File: src/rtl/add_scheduler_pkg.sv
// Shared state encoding and sizing helper for the round-robin add/sub scheduler.
package add_sched_pkg;

    typedef enum logic [1:0] {
        StIdle,
        StExec,
        StResp
    } state_e;

    function automatic int unsigned calc_id_w(input int unsigned n);
        return (n < 2) ? 1 : $clog2(n);
    endfunction

endpackage

File: src/rtl/add_scheduler_if.sv
// Requester and response channels of the add/sub scheduler.
interface add_scheduler_if #(
    parameter int unsigned NUM_REQ = 4,
    parameter int unsigned WIDTH   = 64,
    parameter int unsigned ID_W    = add_sched_pkg::calc_id_w(NUM_REQ)
);
    logic [NUM_REQ-1:0]       req_valid;
    logic [NUM_REQ-1:0]       req_ready;
    logic [NUM_REQ*WIDTH-1:0] req_a;
    logic [NUM_REQ*WIDTH-1:0] req_b;
    logic [NUM_REQ-1:0]       req_sub;
    logic                     rsp_valid;
    logic                     rsp_ready;
    logic [WIDTH-1:0]         rsp_result;
    logic [ID_W-1:0]          rsp_id;
    logic                     rsp_carry;
    logic                     rsp_ovf;

    modport master (
        output req_valid, req_a, req_b, req_sub, rsp_ready,
        input  req_ready, rsp_valid, rsp_result, rsp_id, rsp_carry, rsp_ovf
    );

    modport slave (
        input  req_valid, req_a, req_b, req_sub, rsp_ready,
        output req_ready, rsp_valid, rsp_result, rsp_id, rsp_carry, rsp_ovf
    );

endinterface

File: src/rtl/add_scheduler_rr_picker.sv
// Combinational round-robin winner search starting at ptr_i and wrapping.
module rr_picker #(
    parameter int unsigned NUM_REQ = 4,
    parameter int unsigned ID_W    = 2
) (
    input  logic [NUM_REQ-1:0] req_i,
    input  logic [ID_W-1:0]    ptr_i,
    output logic [ID_W-1:0]    gnt_idx_o,
    output logic               any_o
);

    always_comb begin
        int idx;
        gnt_idx_o = '0;
        any_o     = |req_i;
        // Walk farthest-first so the requester closest to ptr_i is written last and wins.
        for (int off = int'(NUM_REQ) - 1; off >= 0; off--) begin
            idx = int'(ptr_i) + off;
            if (idx >= int'(NUM_REQ)) begin
                idx = idx - int'(NUM_REQ);
            end
            if (req_i[ID_W'(idx)]) begin
                gnt_idx_o = ID_W'(idx);
            end
        end
    end

endmodule

File: src/rtl/add_scheduler.sv
// Shares one add/sub datapath among NUM_REQ requesters: grant, execute, then hold the
// tagged result until the consumer accepts it.
module add_scheduler
    import add_sched_pkg::*;
#(
    parameter int unsigned NUM_REQ = 4,
    parameter int unsigned WIDTH   = 64
) (
    input logic            clk,
    input logic            rst,
    add_scheduler_if.slave bus
);

    localparam int unsigned ID_W = calc_id_w(NUM_REQ);

    state_e            state_q, state_d;
    logic [ID_W-1:0]   rr_ptr_q, rr_ptr_d;
    logic [ID_W-1:0]   op_id_q;
    logic [WIDTH-1:0]  op_a_q, op_b_q;
    logic              op_sub_q;
    logic [WIDTH-1:0]  rsp_result_q;
    logic [ID_W-1:0]   rsp_id_q;
    logic              rsp_carry_q, rsp_ovf_q;

    logic [ID_W-1:0]   gnt_idx;
    logic              any_req;
    logic              grant;
    logic [WIDTH-1:0]  b_eff;
    logic [WIDTH:0]    sum;
    logic              ovf;

    rr_picker #(
        .NUM_REQ(NUM_REQ),
        .ID_W   (ID_W)
    ) u_rr_picker (
        .req_i    (bus.req_valid),
        .ptr_i    (rr_ptr_q),
        .gnt_idx_o(gnt_idx),
        .any_o    (any_req)
    );

    always_comb begin
        state_d       = state_q;
        rr_ptr_d      = rr_ptr_q;
        grant         = 1'b0;
        bus.req_ready = '0;
        unique case (state_q)
            StIdle: grant = any_req;
            StExec: state_d = StResp;
            StResp: begin
                // Response retires this cycle; a pending request is granted alongside it.
                if (bus.rsp_ready) begin
                    grant   = any_req;
                    state_d = StIdle;
                end
            end
            default: state_d = StIdle;
        endcase
        if (grant) begin
            state_d                = StExec;
            bus.req_ready[gnt_idx] = 1'b1;
            rr_ptr_d = (gnt_idx == ID_W'(NUM_REQ - 1)) ? '0 : gnt_idx + ID_W'(1);
        end
    end

    always_comb begin
        b_eff = op_sub_q ? ~op_b_q : op_b_q;
        sum   = {1'b0, op_a_q} + {1'b0, b_eff} + {{WIDTH{1'b0}}, op_sub_q};
        ovf   = (op_a_q[WIDTH-1] == b_eff[WIDTH-1]) && (sum[WIDTH-1] != op_a_q[WIDTH-1]);
    end

    always_ff @(posedge clk) begin
        if (rst) begin
            state_q      <= StIdle;
            rr_ptr_q     <= '0;
            op_id_q      <= '0;
            op_a_q       <= '0;
            op_b_q       <= '0;
            op_sub_q     <= 1'b0;
            rsp_result_q <= '0;
            rsp_id_q     <= '0;
            rsp_carry_q  <= 1'b0;
            rsp_ovf_q    <= 1'b0;
        end else begin
            state_q  <= state_d;
            rr_ptr_q <= rr_ptr_d;
            if (grant) begin
                op_id_q  <= gnt_idx;
                op_a_q   <= bus.req_a[int'(gnt_idx) * WIDTH +: WIDTH];
                op_b_q   <= bus.req_b[int'(gnt_idx) * WIDTH +: WIDTH];
                op_sub_q <= bus.req_sub[gnt_idx];
            end
            if (state_q == StExec) begin
                rsp_result_q <= sum[WIDTH-1:0];
                rsp_carry_q  <= sum[WIDTH];
                rsp_ovf_q    <= ovf;
                rsp_id_q     <= op_id_q;
            end
        end
    end

    assign bus.rsp_valid  = (state_q == StResp);
    assign bus.rsp_result = rsp_result_q;
    assign bus.rsp_id     = rsp_id_q;
    assign bus.rsp_carry  = rsp_carry_q;
    assign bus.rsp_ovf    = rsp_ovf_q;

endmodule
File: src/flat_wrapper.sv
// flat-port wrapper written by rule: the top's interface ports become plain ports
module add_scheduler_flat import add_sched_pkg::*;
#(
    parameter int unsigned NUM_REQ = 4,
    parameter int unsigned WIDTH   = 64
)
  (clk, rst, bus_req_valid, bus_req_a, bus_req_b, bus_req_sub, bus_rsp_ready, bus_req_ready, bus_rsp_valid, bus_rsp_result, bus_rsp_id, bus_rsp_carry, bus_rsp_ovf);
  add_scheduler_if #(.NUM_REQ(NUM_REQ), .WIDTH(WIDTH)) bus_i ();
  input logic clk;
  input logic rst;
  input wire logic [$bits(bus_i.req_valid)-1:0] bus_req_valid;
  input wire logic [$bits(bus_i.req_a)-1:0] bus_req_a;
  input wire logic [$bits(bus_i.req_b)-1:0] bus_req_b;
  input wire logic [$bits(bus_i.req_sub)-1:0] bus_req_sub;
  input wire logic [$bits(bus_i.rsp_ready)-1:0] bus_rsp_ready;
  output wire logic [$bits(bus_i.req_ready)-1:0] bus_req_ready;
  output wire logic [$bits(bus_i.rsp_valid)-1:0] bus_rsp_valid;
  output wire logic [$bits(bus_i.rsp_result)-1:0] bus_rsp_result;
  output wire logic [$bits(bus_i.rsp_id)-1:0] bus_rsp_id;
  output wire logic [$bits(bus_i.rsp_carry)-1:0] bus_rsp_carry;
  output wire logic [$bits(bus_i.rsp_ovf)-1:0] bus_rsp_ovf;
  assign bus_i.req_valid = bus_req_valid;
  assign bus_i.req_a = bus_req_a;
  assign bus_i.req_b = bus_req_b;
  assign bus_i.req_sub = bus_req_sub;
  assign bus_i.rsp_ready = bus_rsp_ready;
  assign bus_req_ready = bus_i.req_ready;
  assign bus_rsp_valid = bus_i.rsp_valid;
  assign bus_rsp_result = bus_i.rsp_result;
  assign bus_rsp_id = bus_i.rsp_id;
  assign bus_rsp_carry = bus_i.rsp_carry;
  assign bus_rsp_ovf = bus_i.rsp_ovf;
  add_scheduler #(.NUM_REQ(NUM_REQ), .WIDTH(WIDTH)) u_core (.clk(clk), .rst(rst), .bus(bus_i));
endmodule
File: config.mk
export PLATFORM = sky130hd
export DESIGN_NAME = add_scheduler_flat
export DESIGN_NICKNAME = d
export VERILOG_FILES = /design/src/rtl/add_scheduler_pkg.sv /design/src/rtl/add_scheduler_if.sv /design/src/rtl/add_scheduler_rr_picker.sv /design/src/rtl/add_scheduler.sv /design/src/flat_wrapper.sv
export SDC_FILE = /design/constraint.sdc
export NUM_CORES = 1
export LEC_CHECK = 0
export CAP_MARGIN = 20
export CORE_AREA = 2 2 232 234
export CTS_BUF_LIST = sky130_fd_sc_hd__clkbuf_4
export DETAILED_ROUTE_END_ITERATION = 10
export DIE_AREA = 0 0 234 236
export GPL_TIMING_DRIVEN = 1
export SLEW_MARGIN = 20
export SYNTH_ARGS = -nofsm -noshare
export SYNTH_HDL_FRONTEND = slang
export SYNTH_SLANG_ARGS = --single-unit
File: constraint.sdc
create_clock -name clk -period 4.6 [get_ports clk]
set_input_delay 0.46 -clock clk [delete_from_list [all_inputs] [get_ports clk]]
set_output_delay 0.46 -clock clk [all_outputs]
set_load 0.01 [all_outputs]
Word-level counts from Yosys, hierarchy flattened. Index checks and enable logic that the tools add are counted.

Register bits after elaboration: 203. Word-level logic and storage cells: 82.

Add/sub/neg operators: 10. $lt $le $gt $ge: 10. Equality and inequality tests: 8. Shift operators: 2. Mux-type cells: 32. Bitwise logic cells: 2. Reduce and logical (&&, ||, !) cells: 7.

Operator list (number): indexed part select 256 x 9 -> 64 bit (2); adder 64 x 64 -> 65 bit (1); adder 65 x 1 -> 65 bit (1); 2-to-1 mux 64 bit (1); NOT 64 bit (1); 2-to-1 mux 2 bit (10); less-than comparator 2 x 4 -> 1 bit, second input constant (4); 2-to-1 mux 1 bit (12); binary-select mux 1 bit (select 2 bit) (5); greater-or-equal comparator 3 bit, second input constant (3); subtractor 2 x 1 -> 2 bit, second input constant (4); adder 2 x 2 -> 3 bit, second input constant (2); case mux 2 bit (3 select lines) (1); equality test 2 bit, second input constant (2); 2-to-1 mux 4 bit (1); AND reduction 2 bit (2); OR reduction 4 bit (1); adder 2 x 1 -> 3 bit, second input constant (1); greater-or-equal comparator 2 x 3 -> 1 bit, second input constant (1); less-than comparator 2 x 3 -> 1 bit, second input constant (1); != test 3 x 2 -> 1 bit, second input constant (1); adder 2 x 1 -> 2 bit, second input constant (1); demux 1 bit (select 2 bit) (1); equality test 2 x 1 -> 1 bit, second input constant (1); 10 further kinds (11).

Logic depth before layout (Yosys ltp).
Depth in word-level cells: 15. Gate-level depth with buffers: 15.

By module. From an unflattened synthesis, not the netlist that was laid out.

Cells, all modules: 1686. Area, all modules: 14471.4 um^2.

Modules (own cells, without submodules): add_scheduler (instances 1, cells each 1673, area an instance 14393.8 um^2); rr_picker (instances 1, cells each 13, area an instance 77.6 um^2).

Worst setup path before layout. Ideal clock, no wire load.

Kind: reg2reg. From: reg u_core.op_sub_q. To: reg u_core.rsp_result_q[33] (netlist: u_core.bus.rsp_result[33]). Setup time: 0.079 ns. Arrival time: 3.745 ns. Setup slack: 0.776 ns. Cell stages (with the launch flop): 15. Cell sequence: dfxtp_1 -> clkbuf_1 -> clkbuf_1 -> xor2_1 -> ha_1 -> inv_1 -> nor4_4 -> a41oi_4 -> or4_4 -> a211oi_2 -> nor2_1 -> o21bai_2 -> a21oi_2 -> or4_1 -> o211ai_1.

Word-level cells in the longest chain between the ends: 3.

Ends and longest elaborated chain: start: declaration (line add_scheduler.sv:20) `logic op_sub_q;`; start signal: assignment (line add_scheduler.sv:91) `op_sub_q <= bus.req_sub[gnt_idx];`; 2-to-1 mux 64 bit (line add_scheduler.sv:67) `b_eff = op_sub_q ? ~op_b_q : op_b_q;`; adder 64 x 64 -> 65 bit (line add_scheduler.sv:68) `sum = {1'b0, op_a_q} + {1'b0, b_eff} + {{WIDTH{1'b0}}, op_sub_q};`; adder 65 x 1 -> 65 bit * (line add_scheduler.sv:68); end signal: assignment (line add_scheduler.sv:94) `rsp_result_q <= sum[WIDTH-1:0];`; end: declaration (line add_scheduler.sv:21) `logic [WIDTH-1:0] rsp_result_q;`.

Mark *: on every way between the ends. The rest lies on a longest branch, timed or not. A chain may end at the register's enable or synchronous reset.

Worst setup path in the final report.
From: reg u_core.op_sub_q. To: reg u_core.rsp_carry_q (netlist: u_core.bus.rsp_carry).

Word-level cells in the longest chain between the ends: 3.

Ends and longest elaborated chain: 2-to-1 mux 64 bit (line add_scheduler.sv:67); adder 64 x 64 -> 65 bit (line add_scheduler.sv:68); adder 65 x 1 -> 65 bit * (line add_scheduler.sv:68); end signal: assignment (line add_scheduler.sv:95) `rsp_carry_q <= sum[WIDTH];`; end: declaration (line add_scheduler.sv:23) `logic rsp_carry_q, rsp_ovf_q;`.

Marked as above.

==> results.md <==
- Clk buf depth: 3
- RSZ-0062 raised after global routing: false
- Skew final: 0.0930 ns
- R2r endpoint: u_core.bus.rsp_carry
- Placement Cell Area: 0.0216 mm²
- Min setup slack post-route: 0.357 ns
- Type of origin of the critical path: flop
- Leakage: 0.00941 µW
- Core Area: 0.0531 mm²
- Max-cap violations: 0
- Yosys cell types: 68
- Initial Utilization: 0.284
- CTS tree: yes
- Asr flop ratio synth: 0
- Antenna violations before repair: 1
- Routability-driven placement congestion ratio: 0.937
- Slew headroom: 0.363
- Overall power: 8500 µW
- Syn Inst Count: 2225
- Worst Max-Slew Pin Slew: 0.955 ns
- Final ANT Viol Nets: 0
- Critical path peak fanout: 26
- Final setup fails: 0
- Routed vias/inst: 5.15
- Seq/Total Area, Yosys: 0.270
- Root Buffer: clkbuf_4
- Ys flop type: dfxtp_1
- Vias in the first global route: 17700
- Setup Slack @ Placement: 0.404 ns
- Share of cells above drive strength 1: 0.0533
- Power density cells: 381 mW/mm²
- Residual DRC count: 0
- Num CTS Buffers: 58
- Switching part of the total power: 0.425
- GRT overflow: 0
- First-pass GRT wire length: 97.5 mm
- Pins over their slew limit: 0
- Commonest non-fill, non-tap cell in the layout: nand2_1
- Number of synthesized flops with an enable pin: 0
- Status: complete, no violations
- Hold Crit Depth: 3
- Maximum vdd drop: 0.000353 V
- Worst R2R Setup Slack: 0.36 ns
- Clock power share: 0.199
- YS warnings: 0
- CP required: 5.20 ns
- Critical path endpoint category: flop
- GRT Resource Usage Total: 0.222
- Drt wl/cell: 18.3 µm
- WHS Endpoint: u_core.op_b_q[51]
- Final Critical Period: 4.24 ns
- Switching pwr: 3610 µW
- Design Area, Final: 0.0223 mm²
- Cell Area, Synth: 0.0151 mm²
- Crit Path Class: reg -> reg
- Initial DRC count: 1150
- Die span in x: 234 µm
- Fmax: 236 MHz
- Buffers on Ports: 595
- Mean Syn Cell Area: 6.77 µm²
- Synthesized net count: 2816
- Combinational share of power: 0.526
- Post-CTS Setup Repair Bufs: 0
- Final hold violations: 0
- Die height: 236 µm
- Commonest non-fill, non-tap cells in the layout: nand2_1 (647), clkdlybuf4s50_1 (594), a21oi_1 (240), dfxtp_1 (202), nor2_1 (179)
- CTS clk-pin slew, worst paths: 0.06 ns
- Synthesis-to-layout area growth: 48.1%
- TritonRoute pass-1 iters: 6
- Via count: 17900
- H-tree Lvls: 2
- Reg2Reg Depth: 11
- Full die area: 0.0552 mm²
- Sinks on Clock Net: 203
- I/O pin total: 596
- Largest net degree at the start of global routing: 154
- Row count: 85
- Worst skew pair latency: 0.78 ns
- Final #Nets: 3320
- Internal power: 4890 µW
- TNS Setup: 0 ns
- Hold crit path type: in -> reg
- HPWL Detailed: 48.6 mm
- Drt total wl: 63.6 mm
- Critical path arrival: 4.84 ns
- Final Cycle Share: 0.922
- Synth Register Bits: 203
- Reg power frac: 0.275
- Hold_sp: bus_req_b[179]
- Crit Reg-Reg Startpoint: u_core.op_sub_q
==> power groups by stage <==
stage / clock network, µW / logic, µW / registers [µW]
detailed placement: 0 / 4450 / 2370
CTS: 1760 / 4480 / 2340
floorplan: 0 / 2820 / 2300
global route: 1850 / 4940 / 2370
finish: 1690 / 4470 / 2330
global placement: 0 / 4410 / 2370
==> what timing repair did <==
action / 4_1_cts / 5_1_grt
hold buffers: 1 / 0
resized for setup: 0 / 0
endpoints found under the hold margin: 28 / 0
==> state kept, by name, summed over array words and instances (netlist names) <==
signal and cells:
u_core.bus.rsp_carry 1, u_core.bus.rsp_result 64, u_core.op_id_q 2, u_core.rr_ptr_q 2, u_core.op_b_q 64, u_core.op_sub_q 1, u_core.bus.rsp_id 2, u_core.state_q 2
u_core.op_a_q 64, u_core.bus.rsp_ovf 1
==> worst max-delay path: stages, from the launching register on <==
cell and delay [ns]:
dfxtp_4 0.64, xor2_1 0.20, ha_1 0.30, a21oi_1 0.32
a211o_1 0.26, a211oi_1 0.11, o311ai_0 0.52, o211ai_1 0.43
a2111o_1 0.51, a41o_1 0.28, a2111oi_0 0.40, nor4_1 0.10
==> Yosys cell counts (all sizes together) (6+ instances only) <==
cell type  instances  area share
nand2            647        0.16
a21oi            242       0.081
dfxtp            203        0.27
nor2             179       0.045
clkbuf           165       0.041
and3             132       0.055
a311oi           119       0.069
xor2              78       0.045
ha                67       0.056
o21ai             46       0.015
a21o              30       0.015
xnor2             30       0.017
inv               29      0.0072
nand3             27      0.0090
nand4             19      0.0079
nor3              18      0.0060
o21bai            16      0.0082
a31oi             14      0.0058
mux2i             13      0.0086
o22ai             13      0.0054
a211oi            12      0.0066
buf               12      0.0030
a22oi             10      0.0050
nor2b             10      0.0042
o21a               8      0.0040
nor4               7      0.0039
and4               6      0.0035
nand2b             6      0.0025
or3                6      0.0025
==> cell families after synthesis <==
logic type | synth area share
xor+xnor | 0.0628
buf+inv | 0.0518
flops | 0.270
fa+ha+maj | 0.0570
mux | 0.00863
compound gates | 0.242
simple gates | 0.308
==> stage by stage <==
| stage | hold slack, ns | instances | util |
|---|---|---|---|
| after floorplan | 0.432 | 2225 | - |
| after global placement | 0.441 | 3364 | 0.406 |
| after detailed placement | 0.445 | 3364 | 0.406 |
| after CTS | 0.295 | 3471 | 0.421 |
| after global routing | 0.342 | 3472 | 0.421 |
| final | 0.376 | 3472 | 0.421 |
==> worst max-delay path by stage <==
stage | end | from | slack [ns]
floorplan | u_core.bus.rsp_result[33] | u_core.op_sub_q | 0.78
global placement | u_core.bus.rsp_carry | u_core.op_sub_q | 0.51
detailed placement | u_core.bus.rsp_carry | u_core.op_sub_q | 0.40
CTS | u_core.bus.rsp_carry | u_core.op_sub_q | 0.38
global route | u_core.bus.rsp_carry | u_core.op_sub_q | 0.13
finish | u_core.bus.rsp_carry | u_core.op_sub_q | 0.36
==> area by class of cell <==
cell class,count,area [µm²]
sequential,203,4070
antenna,1,2.50
multi-input combinational,1814,10300
clock buffer,93,698
timing repair buffer,621,6240
inverter,31,126
tap,696,871
clock inverter,13,53.8
fill,5457,30700
==> layer usage <==
layer	global-route usage	part of all wire
met1	0.276	0.43
met5	0	0
met4	0.0729	0.027
met3	0.0446	0.066
met2	0.378	0.48
(Power assumes the default switching activity.)
